$ cat src/rtl/wbuf_rd_sched_if.sv
// Job config and per-cycle request bus between a read client and the
// weight-buffer read scheduler.
interface wbuf_rd_sched_if #(
    parameter int N_BANK = 6,
    parameter int DEPTH  = 11,
    parameter int LEN_W  = 8
);
    localparam int ADDR_W = $clog2(DEPTH);
    localparam int BID_W  = $clog2(N_BANK * DEPTH);
    localparam int BANK_W = $clog2(N_BANK);

    logic                        start;
    logic [3:0][BID_W-1:0]       cfg_base;
    logic [3:0][BID_W-1:0]       cfg_stride;
    logic [3:0]                  cfg_lane_en;
    logic [LEN_W-1:0]            cfg_len;
    logic                        stall;

    logic [3:0][BANK_W-1:0]      bank_sel;
    logic [3:0][ADDR_W-1:0]      addr_sel;
    logic [3:0]                  en_sel;
    logic [3:0]                  port_sel;
    logic [3:0]                  lane_vld;
    logic                        last;
    logic                        busy;
    logic                        done;
    logic                        err_oob;

    modport master (
        output start, cfg_base, cfg_stride, cfg_lane_en, cfg_len, stall,
        input  bank_sel, addr_sel, en_sel, port_sel, lane_vld, last, busy, done, err_oob
    );

    modport slave (
        input  start, cfg_base, cfg_stride, cfg_lane_en, cfg_len, stall,
        output bank_sel, addr_sel, en_sel, port_sel, lane_vld, last, busy, done, err_oob
    );
endinterface

$ cat src/rtl/wbuf_rd_sched.sv
// Weight-buffer read scheduler: walks four strided block-id streams and
// maps them onto the 6-bank dual-port buffer, two lanes per bank per cycle.
module wbuf_rd_sched #(
    parameter int N_BANK = 6,
    parameter int DEPTH  = 11,
    parameter int LEN_W  = 8
) (
    input  logic          clk,
    input  logic          rst,
    wbuf_rd_sched_if.slave bus
);
    localparam int ADDR_W = $clog2(DEPTH);
    localparam int BID_W  = $clog2(N_BANK * DEPTH);
    localparam int BANK_W = $clog2(N_BANK);
    localparam int N_LANE = 4;
    localparam logic [BID_W-1:0] ID_LIM  = BID_W'(N_BANK * DEPTH);
    localparam logic [BID_W-1:0] NB_ID   = BID_W'(N_BANK);

    typedef enum logic [1:0] {IDLE, ISSUE, FLUSH} state_t;

    state_t state_q, state_d;

    logic [N_LANE-1:0][BID_W-1:0] acc, stride_q, acc_nxt;
    logic [N_LANE-1:0]            pend, lane_en_q, oob_base, oob_nxt;
    logic [N_LANE-1:0]            grant, port, en_sel, lane_vld;
    logic [N_BANK-1:0]            used_a, used_b;
    logic [BANK_W-1:0]            bk;
    logic [LEN_W-1:0]             len_q, step_cnt;
    logic                         accept, issue, step_fin, final_fin;
    logic                         last_q, err_q;

    // Next block ids and out-of-range flags for the first step and the next step.
    always_comb begin
        for (int j = 0; j < N_LANE; j++) begin
            acc_nxt[j]  = acc[j] + stride_q[j];
            oob_nxt[j]  = acc_nxt[j] >= ID_LIM;
            oob_base[j] = bus.cfg_base[j] >= ID_LIM;
        end
    end

    // In-order port arbitration: first lane on a bank gets A, second gets B, rest wait.
    always_comb begin
        used_a = '0;
        used_b = '0;
        grant  = '0;
        port   = '0;
        bk     = '0;
        for (int j = 0; j < N_LANE; j++) begin
            if (pend[j]) begin
                bk = BANK_W'(acc[j] % NB_ID);
                if (!used_a[bk]) begin
                    used_a[bk] = 1'b1;
                    grant[j]   = 1'b1;
                end else if (!used_b[bk]) begin
                    used_b[bk] = 1'b1;
                    grant[j]   = 1'b1;
                    port[j]    = 1'b1;
                end
            end
        end
    end

    assign accept    = (state_q == IDLE) && bus.start;
    assign issue     = (state_q == ISSUE) && !bus.stall && !rst;
    assign step_fin  = issue && ((pend & ~grant) == '0);
    assign final_fin = step_fin && (step_cnt == len_q - LEN_W'(1));
    assign en_sel    = issue ? grant : '0;

    // Request outputs; non-issuing lanes are forced to zero.
    always_comb begin
        for (int j = 0; j < N_LANE; j++) begin
            bus.bank_sel[j] = en_sel[j] ? BANK_W'(acc[j] % NB_ID) : '0;
            bus.addr_sel[j] = en_sel[j] ? ADDR_W'(acc[j] / NB_ID) : '0;
            bus.port_sel[j] = en_sel[j] & port[j];
        end
    end

    // State register.
    always_ff @(posedge clk) begin
        if (rst) state_q <= IDLE;
        else     state_q <= state_d;
    end

    // Next-state logic and status outputs.
    always_comb begin
        state_d  = state_q;
        bus.busy = 1'b0;
        bus.done = 1'b0;
        case (state_q)
            IDLE:  if (bus.start) state_d = (bus.cfg_len == '0) ? FLUSH : ISSUE;
            ISSUE: begin
                bus.busy = 1'b1;
                if (final_fin) state_d = FLUSH;
            end
            FLUSH: begin
                bus.busy = 1'b1;
                bus.done = 1'b1;
                state_d  = IDLE;
            end
            default: state_d = IDLE;
        endcase
    end

    // Job config, per-lane accumulators, pending mask and registered tags.
    always_ff @(posedge clk) begin
        if (rst) begin
            acc       <= '0;
            stride_q  <= '0;
            lane_en_q <= '0;
            len_q     <= '0;
            step_cnt  <= '0;
            pend      <= '0;
            lane_vld  <= '0;
            last_q    <= 1'b0;
            err_q     <= 1'b0;
        end else begin
            lane_vld <= en_sel;
            last_q   <= 1'b0;
            if (accept) begin
                acc       <= bus.cfg_base;
                stride_q  <= bus.cfg_stride;
                lane_en_q <= bus.cfg_lane_en;
                len_q     <= bus.cfg_len;
                step_cnt  <= '0;
                err_q     <= |(bus.cfg_lane_en & oob_base);
                pend      <= (bus.cfg_len == '0) ? '0 : (bus.cfg_lane_en & ~oob_base);
                last_q    <= (bus.cfg_len == '0);
            end else if (final_fin) begin
                pend   <= '0;
                last_q <= 1'b1;
            end else if (step_fin) begin
                acc      <= acc_nxt;
                step_cnt <= step_cnt + LEN_W'(1);
                pend     <= lane_en_q & ~oob_nxt;
                if (|(lane_en_q & oob_nxt)) err_q <= 1'b1;
            end else if (issue) begin
                pend <= pend & ~grant;
            end
        end
    end

    assign bus.en_sel   = en_sel;
    assign bus.lane_vld = lane_vld;
    assign bus.last     = last_q;
    assign bus.err_oob  = err_q;
endmodule

$ cat src/flat_wrapper.sv
// flat-port wrapper written by rule: the top's interface ports become plain ports
module wbuf_rd_sched_flat 
#(
    parameter int N_BANK = 6,
    parameter int DEPTH  = 11,
    parameter int LEN_W  = 8
)
  (clk, rst, bus_start, bus_cfg_base, bus_cfg_stride, bus_cfg_lane_en, bus_cfg_len, bus_stall, bus_bank_sel, bus_addr_sel, bus_en_sel, bus_port_sel, bus_lane_vld, bus_last, bus_busy, bus_done, bus_err_oob);
  wbuf_rd_sched_if #(.N_BANK(N_BANK), .DEPTH(DEPTH), .LEN_W(LEN_W)) bus_i ();
  input  logic clk;
  input  logic rst;
  input wire logic [$bits(bus_i.start)-1:0] bus_start;
  input wire logic [$bits(bus_i.cfg_base)-1:0] bus_cfg_base;
  input wire logic [$bits(bus_i.cfg_stride)-1:0] bus_cfg_stride;
  input wire logic [$bits(bus_i.cfg_lane_en)-1:0] bus_cfg_lane_en;
  input wire logic [$bits(bus_i.cfg_len)-1:0] bus_cfg_len;
  input wire logic [$bits(bus_i.stall)-1:0] bus_stall;
  output wire logic [$bits(bus_i.bank_sel)-1:0] bus_bank_sel;
  output wire logic [$bits(bus_i.addr_sel)-1:0] bus_addr_sel;
  output wire logic [$bits(bus_i.en_sel)-1:0] bus_en_sel;
  output wire logic [$bits(bus_i.port_sel)-1:0] bus_port_sel;
  output wire logic [$bits(bus_i.lane_vld)-1:0] bus_lane_vld;
  output wire logic [$bits(bus_i.last)-1:0] bus_last;
  output wire logic [$bits(bus_i.busy)-1:0] bus_busy;
  output wire logic [$bits(bus_i.done)-1:0] bus_done;
  output wire logic [$bits(bus_i.err_oob)-1:0] bus_err_oob;
  assign bus_i.start = bus_start;
  assign bus_i.cfg_base = bus_cfg_base;
  assign bus_i.cfg_stride = bus_cfg_stride;
  assign bus_i.cfg_lane_en = bus_cfg_lane_en;
  assign bus_i.cfg_len = bus_cfg_len;
  assign bus_i.stall = bus_stall;
  assign bus_bank_sel = bus_i.bank_sel;
  assign bus_addr_sel = bus_i.addr_sel;
  assign bus_en_sel = bus_i.en_sel;
  assign bus_port_sel = bus_i.port_sel;
  assign bus_lane_vld = bus_i.lane_vld;
  assign bus_last = bus_i.last;
  assign bus_busy = bus_i.busy;
  assign bus_done = bus_i.done;
  assign bus_err_oob = bus_i.err_oob;
  wbuf_rd_sched #(.N_BANK(N_BANK), .DEPTH(DEPTH), .LEN_W(LEN_W)) u_core (.clk(clk), .rst(rst), .bus(bus_i));
endmodule
$ cat config.mk
export PLATFORM = sky130hd
export DESIGN_NAME = wbuf_rd_sched_flat
export DESIGN_NICKNAME = d
export VERILOG_FILES = /design/src/rtl/wbuf_rd_sched_if.sv /design/src/rtl/wbuf_rd_sched.sv /design/src/flat_wrapper.sv
export SDC_FILE = /design/constraint.sdc
export NUM_CORES = 1
export LEC_CHECK = 0
export CAP_MARGIN = 15
export CORE_MARGIN = 1
export CORE_UTILIZATION = 56
export DETAILED_ROUTE_END_ITERATION = 7
export PLACE_DENSITY = 0.89
export SYNTH_ARGS = -nofsm -noshare
export SYNTH_HDL_FRONTEND = slang
export SYNTH_SLANG_ARGS = --single-unit
$ cat constraint.sdc
create_clock -name clk -period 6.2 [get_ports clk]
set_clock_uncertainty 0.05 [all_clocks]
set_input_delay 0.93 -clock clk [delete_from_list [all_inputs] [get_ports clk]]
set_output_delay 0.93 -clock clk [all_outputs]
set_load 0.005 [all_outputs]
---- Word level (Yosys, flattened, before mapping) ----
Memory sizes are Yosys's and may differ from the RTL's.
Cells that the tools add are included.
storage, ports and cells
  register bits after elaboration ......... 88
  memory bits (read-only) ................. 8
  bits of input ports ..................... 72
  output and inout bits ................... 44
  word-level logic and storage cells ...... 171
  memories ................................ 1
memories
  name             depth  width  rd ports  clocked after Yosys merged registers in  write ports  RTL line             RTL
  (no name shown)  8      1      1         0                                        0            wbuf_rd_sched.sv:51  if (!used_a[bk]) begin
operators by class
  $add $sub $neg .......................... 6
  div/mod/pow operators ................... 8
  magnitude comparators ................... 15
  equality and inequality tests ........... 6
  mux-type cells .......................... 79
  bitwise gates (word level) .............. 16
  reduce and logical (&&, ||, !) cells .... 24
operators by type and width
  operator                                                                count
  28-bit 2-to-1 mux                                                       3
  6-bit 2-to-1 mux                                                        14
  7-bit >= comparator (second input constant)                             8
  4-bit 2-to-1 mux                                                        10
  1-bit 2-to-1 mux                                                        35
  7-bit adder                                                             4
  7-bit by 3-bit divider with 7-bit output (second input constant)        4
  7-bit by 3-bit modulo with 7-bit output (second input constant)         4
  6-bit OR                                                                4
  4-bit AND                                                               5
  1-bit binary-select mux with 3-bit select                               6
  3-bit by 4-bit < comparator with 1-bit output (second input constant)   4
  3-bit 2-to-1 mux                                                        4
  4-bit NOT                                                               3
  1-bit demux with 3-bit select                                           3
  3-bit by 1-bit >= comparator with 1-bit output (second input constant)  3
  8-bit by 1-bit adder with 8-bit output (second input constant)          1
  8-bit == test                                                           1
  1-bit logical AND                                                       8
  8-bit logical NOT                                                       1
  4-bit OR reduction                                                      2
  8-bit by 1-bit subtractor with 8-bit output (second input constant)     1
  2-bit 2-to-1 mux                                                        3
  2-bit AND reduction                                                     3
  14 further kinds                                                        20

---- Longest topological paths before layout ----
Gate-level depths: netlist (run 1).
  word-level depth ........................ 30
  depth in mapped cells ................... 21
  depth with buffers taken out ............ 17

---- Least setup slack after synthesis (run 1) ----
Ideal clock, no wire load.
  path kind ............................... register to output
  from .................................... reg u_core.acc[13] in the netlist's numbering
  to ...................................... out bus_port_sel[3]
  data arrival time ....................... 4.043 ns
  required time ........................... 5.220 ns
  setup slack ............................. 1.177 ns
  cell stages (with the launch flop) ...... 19
  path buffers ............................ 2
  cells stage by stage .................... dfxtp_1 ha_1 buf_4 mux2_2 o21ai_0 a221oi_2 a21oi_1 nor2_1 ha_1 nor4_2 o21a_1 buf_4 o31ai_4 a32o_1 and3_1 a31oi_1 a221o_1 nand3_1 a31oi_1
between the ends
  word-level cells in the longest chain between the ends .. 21
  elaborated cells between the ends (all ways) .. 39
  classes of those cells .................. div: 1; order compare: 2; mux: 30; bitwise: 5; reduce/logical: 1
ends and longest elaborated chain
  item                                                                                                                                          RTL line                                  RTL
  start, declared                                                                                                                               wbuf_rd_sched.sv:23                       logic [N_LANE-1:0][BID_W-1:0] acc, stride_q, acc_nxt;
  start signal, assigned                                                                                                                        wbuf_rd_sched.sv:120                      acc <= bus.cfg_base;
  start signal, assigned                                                                                                                        wbuf_rd_sched.sv:132                      acc <= acc_nxt;
  7-bit by 3-bit modulo with 7-bit output (*)                                                                                                   wbuf_rd_sched.sv:50                       bk = BANK_W'(acc[j] % NB_ID);
  3-bit by 4-bit < comparator with 1-bit output (implied by the code) / 3-bit by 1-bit >= comparator with 1-bit output (equally long branches)  wbuf_rd_sched.sv:52, wbuf_rd_sched.sv:55
  1-bit logical AND (implied by the code)                                                                                                       wbuf_rd_sched.sv:52, wbuf_rd_sched.sv:55
  1-bit 2-to-1 mux (implied by the code)                                                                                                        wbuf_rd_sched.sv:52, wbuf_rd_sched.sv:55
  1-bit demux with 3-bit select                                                                                                                 --
  6-bit OR (no line)                                                                                                                            --
  6-bit 2-to-1 mux                                                                                                                              wbuf_rd_sched.sv:54                       end else if (!used_b[bk]) begin
  6-bit 2-to-1 mux                                                                                                                              wbuf_rd_sched.sv:51
  (+5 left out)                                                                                                                                 --
  6-bit 2-to-1 mux                                                                                                                              wbuf_rd_sched.sv:49                       if (pend[j]) begin
  1-bit binary-select mux with 3-bit select                                                                                                     wbuf_rd_sched.sv:54
  1-bit 2-to-1 mux (implied by the code)                                                                                                        wbuf_rd_sched.sv:54
  1-bit 2-to-1 mux                                                                                                                              wbuf_rd_sched.sv:54
  1-bit 2-to-1 mux                                                                                                                              wbuf_rd_sched.sv:51
  1-bit 2-to-1 mux                                                                                                                              wbuf_rd_sched.sv:49
  4-bit 2-to-1 mux                                                                                                                              wbuf_rd_sched.sv:67                       assign en_sel = issue ? grant : '0;
  1-bit AND (*)                                                                                                                                 wbuf_rd_sched.sv:74                       bus.port_sel[j] = en_sel[j] & port[j];
  end, declared                                                                                                                                 flat_wrapper.sv:21                        output wire logic [$bits(bus_i.port_sel)-1:0] bus_port_sel;
Every way passes the cells marked *; elsewhere a longest branch is shown, timed or not. The select of a mux whose other input is x is not followed.

---- Worst setup path in the final report (run 1) ----
  from .................................... reg u_core.acc[5] in the netlist's numbering
  to ...................................... out bus_port_sel[3]
between the ends
  word-level cells in the longest chain between the ends .. 25
  elaborated cells between the ends (all ways) .. 45
  classes of those cells .................. div: 1; order compare: 2; mux: 35; bitwise: 5; reduce/logical: 1; memory: 1
ends and longest elaborated chain
  item                                                                                                                                          RTL line
  7-bit by 3-bit modulo with 7-bit output (*)                                                                                                   wbuf_rd_sched.sv:50
  3-bit by 4-bit < comparator with 1-bit output (implied by the code) / 3-bit by 1-bit >= comparator with 1-bit output (equally long branches)  wbuf_rd_sched.sv:52, wbuf_rd_sched.sv:55
  1-bit logical AND (implied by the code)                                                                                                       wbuf_rd_sched.sv:52, wbuf_rd_sched.sv:55
  1-bit 2-to-1 mux (implied by the code)                                                                                                        wbuf_rd_sched.sv:52, wbuf_rd_sched.sv:55
  1-bit demux with 3-bit select                                                                                                                 --
  6-bit 2-to-1 mux                                                                                                                              wbuf_rd_sched.sv:54
  6-bit 2-to-1 mux                                                                                                                              wbuf_rd_sched.sv:51
  6-bit 2-to-1 mux                                                                                                                              wbuf_rd_sched.sv:49
  (+9 left out)                                                                                                                                 --
  6-bit 2-to-1 mux                                                                                                                              wbuf_rd_sched.sv:49
  1-bit binary-select mux with 3-bit select                                                                                                     wbuf_rd_sched.sv:54
  1-bit 2-to-1 mux (implied by the code)                                                                                                        wbuf_rd_sched.sv:54
  1-bit 2-to-1 mux                                                                                                                              wbuf_rd_sched.sv:54
  1-bit 2-to-1 mux                                                                                                                              wbuf_rd_sched.sv:51
  1-bit 2-to-1 mux                                                                                                                              wbuf_rd_sched.sv:49
  4-bit 2-to-1 mux                                                                                                                              wbuf_rd_sched.sv:67
  1-bit AND (*)                                                                                                                                 wbuf_rd_sched.sv:74
Marks and branches as above.

==> results.txt, run 1 <==
* Share of the synthesized area in the top cell type: 23.00%
- The detailed router placed 8,168 vias in this run.
* Number of endpoints with negative hold slack in the final report: 0
- Post-layout net count: 1,218
- Placeable core area: 13,300 um2
* Count of flip-flops with a built-in enable after synthesis: 0
* Share of flip-flops with an asynchronous set or reset: 0%
- In this run the remaining antenna-violating nets after routing total 0.
* Most common flop cell mapped by yosys: dfxtp_1
* Number of fill cells in the layout: 1,068
- Number of iterations in the first detailed-routing pass: 6
- Fraction of the yosys area taken by sequential cells: 23.00%
- Start-to-end type of the worst setup path: flop to output port
- After detailed placement, the design holds a cell count of 1,269.
- For flop-to-flop paths, the worst setup slack is 1.18 ns.
- Outcome: completed
* Largest fanout of any net on the critical path: 11
- The H-tree was split into 3 levels.
- Detailed placement ended at an HPWL of 16,170 um.
* Unrepaired setup endpoints after global routing: true
* Worst R2R End: u_core.acc[17]
- Iter 0 DRT Violations: 818
- After synthesis the cells add up to 7661 um2.
* Clock-pin slew on the worst setup and hold paths: 0.07 ns
- Clock tree buffer depth: 2
* Cells taking the most area after synthesis: dfxtp_1 23%, nand2_1 6.7%, a21oi_1 6.3%
- Post-synthesis net count: 1,138
* Leakage Power: 3.573 nW
- The die covers 14,150 um2.
* Global-route wire length before repair: 35,500 um
- Maximum vdd ir drop: 0.0001851 V
- Synthesis-to-layout area growth: 20.61%
- For hold timing, the worst endpoint is u_core.stride_q[26].
* Unique cell type count in the Yosys netlist: 95
- Detailed Route WL: 22,200 um
- The worst setup path is captured at an output port.
- Library cell with the largest summed area after synthesis: dfxtp_1
- For the pin with the worst max-slew slack, the measured transition is 0.8947 ns.
- Once routing completed, OpenROAD measured the worst setup slack at 0.2085 ns.
- Leading cell types in the layout, fill and taps excluded: 136 x nand2_1, 113 x clkdlybuf4s50_1, 96 x a21oi_1
* TritonCTS clock tree: built
- Period Utilization, post-route: 96.64%
* FF-to-FF Start: u_core.acc[5]
* Leading cell type in the layout, fill and taps excluded: nand2_1
- Post-place setup slack: 0.2446 ns
- Hold is met by 0.4150 ns.
- Summing all multi-input logic gate instances after layout gives 5460 um2.
* Most Frequent Cell on Critical Path: a31oi_1
- Sink count of the clock tree: 88
- The post-route netlist has 7.734% of its cells at a drive strength greater than 1.
- Across the whole layout, storage elements account for 1768 um2.
- Die Y-Extent: 119.0 um
- For this run, the slowest stage of the critical path takes 0.53 ns.
- For this configuration, the core starts out at a cell density of 57.62%.
- STA classifies the critical path startpoint as a flop.
- A synthesized cell averages 7.452 um2.
- Crit-path cells: or3b_1 > and3_1 > or3_1 > nand2_1 > ha_1 > a221oi_2 > and4_1 > a31oi_1 > nor2_1 > o211ai_1 > a211oi_1 > o311ai_1 > a221o_1 > nand3_2 > a31oi_1 > clkdlybuf4s50_1
- Setup violations remaining at the end of the flow were counted as 0.
- The final-report max-slew violation count is 0.
- Total CTS buffers: 9
- IO buf count: 114
- Measured along the x axis, the die boundary spans 119.0 um.
- Utilization of the core after routing: 69.50%
* Arrival time at the worst endpoint: 5.01 ns
- Last weighted congestion value of the routability-driven placer: 0.9647
* Insertion delay of the later-clocked pin in the worst-skew pair: 0.35 ns
* Antenna cells: 0
- Avg WL per Cell: 17.24 um
- Overall power consumption after layout is estimated at 2.513 mW.
- The floorplan has 42 rows.
- Crit path time final: 5.992 ns
* Global-route usage over all layers: 30.69%
- Hold/Removal Path Class: flop to flop
- Largest net degree at the start of global routing: 81
* Overflow left after global routing: 0
* Initial antenna violation count: 0
- Power density over the cells: 272.0 nW/um2
* Vias in the first global route: 7,381
- After detailed routing, the number of remaining DRC violations is 0.
* Worst-case headroom to the max-slew limit: 40.36%
- Flip-flop and latch count after synthesis: 88
- Maximum clock frequency: 0.1669 GHz
- Beginning of the worst hold path: u_core.stride_q[26]
- For this run, the number of Yosys warnings is 0.
* Depth of the worst hold-timing path: 2
* CP required: 5.22 ns
* Max-capacitance violation count: 0
- Among all stages on the critical path, the largest delay is contributed by dfxtp_1.
- Counting every instance in the synthesized netlist gives 1,028.
* DR vias/cell: 6.342
- Clock Tree Root: clkbuf_16
- 116 I/O pins were placed.
- Once layout is complete, the cells apart from fillers number 1,288.
- The number of cells on the worst reg-to-reg path is 18.
==> worst max-delay path: cells and delay by family, from the launching register on <==
kind                       cells  cell delay, ns
adders and majority gates      1            0.19
AOI/OAI and AO/OA              7            1.61
and+or+nand+nor                7            1.80
buffers and inverters          1            0.52
DFF                            1            0.53
==> synth_stat cells (7+ instances only) <==
cell	instances
a211oi_1	33
a21o_1	14
a21oi_1	96
a31oi_1	31
and2_1	10
and3_1	13
and4_1	7
buf_2	12
clkbuf_1	39
dfxtp_1	88
ha_1	34
inv_1	50
mux2i_1	22
nand2_1	137
nand2b_1	16
nand3_1	20
nand3b_1	8
nand4_1	15
nor2_1	89
nor2b_1	18
nor3_1	18
nor3b_1	11
nor4_1	9
o211ai_1	8
o21ai_0	24
o21bai_1	13
or4_1	8
xnor2_1	33
xor2_1	14
==> where the power goes <==
group | switching [mW] | internal [mW]
clock network | 0.233 | 0.352
registers | 0.103 | 0.624
logic | 0.715 | 0.485
==> per-layer routing <==
layer  track usage [%]  part of all wire (%)  vias up
li1                  -                     -     3901
met1             39.79                    43     3840
met2             50.77                    47      376
met3             4.837                   7.6       51
met4             12.34                   2.6        0
met5                 0                     0        -
==> worst max-delay path by stage <==
stage	slack, ns	end	start
global placement	0.36	bus_port_sel[3]	u_core.acc[12]
CTS	0.02	bus_port_sel[3]	u_core.acc[12]
finish	0.21	bus_port_sel[3]	u_core.acc[5]
global route	-0.02	bus_port_sel[3]	u_core.acc[12]
detailed placement	0.24	bus_port_sel[3]	u_core.acc[12]
floorplan	1.18	bus_port_sel[3]	u_core.acc[13]
==> flip-flops by register name, indices dropped and copies added, names as in the netlist <==
| register | count |
|---|---|
| u_core.state_q | 2 |
| u_core.acc | 28 |
| u_core.step_cnt | 8 |
| u_core.bus.last | 1 |
| u_core.stride_q | 28 |
| u_core.bus.lane_vld | 4 |
| u_core.pend | 4 |
| u_core.len_q | 8 |
| u_core.lane_en_q | 4 |
| u_core.bus.err_oob | 1 |
==> stage by stage <==
step | TNS, ns | cell area [um2]
after global placement | 0 | 8838
after CTS | 0 | 9151
after floorplan | 0 | 7661
final | 0 | 9240
after global routing | -0.04179 | 9240
after detailed placement | 0 | 8838
==> repair_timing <==
item,CTS,global route
hold buffers,0,0
setup buffers,0,3
gates resized for setup,2,13
endpoints found under the hold margin,0,0
endpoints found under the setup margin,8,18
gates cloned,0,1
==> kinds of logic (layout without fill, tap and decap cells) <==
logic type	after synthesis	in the layout	synth area share, %
buf+inv	117	200	6.663
simple gates	406	406	27.09
xor+xnor	48	48	5.586
flops	88	88	23.00
fa+ha+maj	39	39	6.729
compound gates	304	305	27.54
mux	25	25	3.348
other cells	1	1	0.04895
==> final cells by class <==
| cell class | instances | area share (%) |
|---|---|---|
| Inverter | 50 | 2.031 |
| Clock buffer | 10 | 2.478 |
| Clock inverter | 5 | 0.8802 |
| Tap cell | 176 | 2.383 |
| Multi-Input combinational cell | 824 | 59.09 |
| Timing Repair Buffer | 135 | 14.00 |
| Sequential cell | 88 | 19.13 |
Note: power is estimated with default switching activity, not from simulation.
==> inputs of run 2 (changes only) <==
==> constraint.sdc (replaced) <==
create_clock -name clk -period 6.2 [get_ports clk]
set_clock_uncertainty 0.05 [all_clocks]
set_input_delay 0.93 -clock clk [delete_from_list [all_inputs] [get_ports clk]]
set_output_delay 0.93 -clock clk [all_outputs]
set_load 0.02 [all_outputs]
==> run 2 against run 1 <==
Via count down 0.28%. Sequential cell count did not move. Non-clock buffer count down 2. Critical endpoint is now bus_bank_sel[10]. Highest routed layer unchanged. Sequential share of layout area about the same. Largest cell class unchanged. Global-route usage about the same. Total power fell by 0.40%. Die area is the same. Sequential power about the same. Maximum frequency barely moved.
==> results.txt, run 2 (synthesis results as in run 1) <==
- The number of antenna violations at the first check in global routing was 0.
- The slowest stage of the critical path belongs to the cell clkdlybuf4s50_1.
* Period Utilization, post-route: 96.56%
- Avg WL per Cell: 17.21 um
- The number of clock buffers added by TritonCTS is 9.
* Vias in the first global route: 7,345
* FF-to-FF path depth: 17
- Share of final-layout standard cells stronger than drive strength 1: 7.928%
- The total overflow left after global routing is 0.
* Largest net degree at the start of global routing: 110
* Synthesis-to-layout area growth: 20.69%
- DR vias/cell: 6.334
* Largest fanout of any net on the critical path: 10
* Post-Layout Cell Count: 1,286
- Area enclosed by the die boundary: 14,150 um2
- The share of total power dissipated in combinational logic is 48.9%.
- Maximum clock frequency: 0.1670 GHz
- Die Y-Extent: 119.0 um
- Number of endpoints with negative hold slack in the final report: 0
- Last weighted congestion value of the routability-driven placer: 0.9499
- In this run the cell area measured after placement is 8816 um2.
- Max-cap violations in this run came to 0.
- The path class of the tightest hold or removal check is flop to flop.
* Clock-pin slew on the worst setup and hold paths: 0.07 ns
- CP required: 5.22 ns
- The floorplan has 42 rows.
- Post-layout net count: 1,216
- The tightest hold path in the finished design has a slack of 0.4120 ns.
* Registers with the most flip-flops: u_core.acc: 28 flops, u_core.stride_q: 28 flops
- The critical path crosses 19 cells after its start point.
* Maximum level of the CTS H-tree: 3
- Depth of the worst hold-timing path: 2
- The die is 119.0 um wide.
- By startpoint and endpoint, the worst setup path is classified as flop to output port.
- Setup slack on the worst reg-to-reg path comes out at 1.17 ns.
- Leading cell type in the layout, fill and taps excluded: nand2_1
- Effective utilization at floorplan: 57.62%
* Number of ports placed on the die boundary: 116
* Placed cell count: 1,266
- For this design, the CTS-stage hold fixing added 0 buffers.
- Placeable core area: 13,300 um2
- In the final layout, the multi-input gates occupy 5490 um2.
- Summed over all nets, the switching power comes to 1.065 mW.
- Input and output buffers added on the ports amount to 114.
- Unrepaired setup endpoints after global routing: true
* Layout Cell Area excl Fill: 9246 um2
* Outcome: completed
- Crit-path max cell delay: 0.61 ns
- Pins Over Slew Limit: 0
- Leakage Power: 3.670 nW
* Post-detailed-placement half-perimeter wirelength: 15,870 um
- Traced cell by cell, the critical path runs through ha_1 > mux2_2 > o21ai_0 > a221oi_2 > a21oi_1 > nor2_1 > ha_1 > nor4_4 > o21a_2 > buf_4 > nor3_2 > o221a_2 > o221ai_1 > nand3_2 > nand2_1 > a221o_1 > nand3_4 > nor2_1 > clkdlybuf4s50_1.
- Global-route wire length before repair: 35,400 um
- Clock group share of total power: 22.0%
- Before antenna repair, the detailed router went through 5 iterations.
* Leading cell types in the layout, fill and taps excluded: 136 x nand2_1, 107 x clkdlybuf4s50_1, 95 x a21oi_1
* Slew at the pin with the worst max-slew slack: 1.104 ns
- Internal power comes to 1.438 mW.
- Maximum vdd ir drop: 0.0001867 V
* Antenna cells: 0
* Part of the power in registers: 29.1%
- Iter 0 DRT Violations: 776
- Clock Tree Root: clkbuf_16
* Net Sw Frac: 42.54%
- Subtracting the final worst setup slack from the clock period gives 5.986 ns.
- In this design, the largest share of critical-path delay is due to compound AO/OA/AOI/OAI gates.
- Global routing consumed, over all layers together, 30.67% of the routing resources.
- Total vias in the final route: 8,145
- Number of fill cells in the layout: 1,083
- DRC Markers: 0
* TritonCTS clock tree: built
- CP bufs+invs: 2
- The count of nets left with antenna violations once routing finished came out at 0.
- Counting along the longest clock path gives a buffer depth of 2.
- Wires add up to 22,130 um.
* Register area: 1765 um2
- STA classifies the critical path endpoint as an output port.
- Sink count of the clock tree: 88
* Startpoint types: flop
- Dividing total power by cell area gives a power density of 270.7 nW/um2.
- Insertion delay of the later-clocked pin in the worst-skew pair: 0.35 ns
- Arrival time at the worst endpoint: 5.01 ns
* Final setup violation count: 0
* Worst-case headroom to the max-slew limit: 26.31%
run 2: cell types whose count changed in the layout (fill, tap and decap cells not counted), moves of 2 or more:
cell | previous run | this run
dfxtp_2 | 5 | 3
buf_4 | 21 | 19
dfxtp_1 | 83 | 85
dlymetal6s2s_1 | 0 | 6
clkdlybuf4s50_1 | 113 | 107
run 2: repair_timing:
action                                  4_1_cts  5_1_grt
resized for setup                             2       25
buffers inserted                              0        4
cloned                                        0        1
endpoints found under the setup margin       10       18
run 2: through the flow:
| step | total power, mW | worst slack [ns] | TNS (ns) | util [%] |
|---|---|---|---|---|
| 6_report | 2.503 | 0.2136 | 0 | 69.55 |
| 5_1_grt | 2.645 | -0.09545 | -0.2456 | 69.55 |
| 4_1_cts | 2.418 | 0.01497 | 0 | 68.53 |
| 3_5_place_dp | 1.867 | 0.1818 | 0 | 66.31 |
| 3_3_place_gp | 1.856 | 0.2772 | 0 | 66.31 |
| 2_1_floorplan | 1.606 | 0.9584 | 0 | - |
run 2: metal layers:
layer	global-route usage, %	routed length [um]
met4	14.79	769
met5	0	0
met1	39.56	9264
met3	4.837	1667
met2	49.82	10430
run 2: worst min-delay path, cell delays in order (launching register included):
cell and delay [ns]:
dfxtp_1 0.31, nand2_1 0.05, a21oi_1 0.05
run 2: worst paths after layout:
check,startpoint,end
max,u_core.acc[12],bus_bank_sel[10]
min,u_core.stride_q[21],u_core.stride_q[21]
max reg2reg,u_core.acc[19],u_core.step_cnt[5]
min reg2reg,u_core.stride_q[21],u_core.stride_q[21]
run 2: layout make-up:
class	instances	share of cell area (%)
Multi-Input combinational cell	824	59.38
Sequential cell	88	19.09
Timing Repair Buffer	133	13.99
Clock buffer	12	2.666
Tap cell	176	2.382
Inverter	50	2.030
Clock inverter	3	0.4601
run 2: power by group through the flow:
stage | logic [mW] | registers [mW] | clock network (mW)
floorplan | 0.929 | 0.677 | 0
global placement | 1.12 | 0.732 | 0
detailed placement | 1.13 | 0.735 | 0
CTS | 1.15 | 0.723 | 0.550
global route | 1.33 | 0.739 | 0.577
finish | 1.22 | 0.729 | 0.550
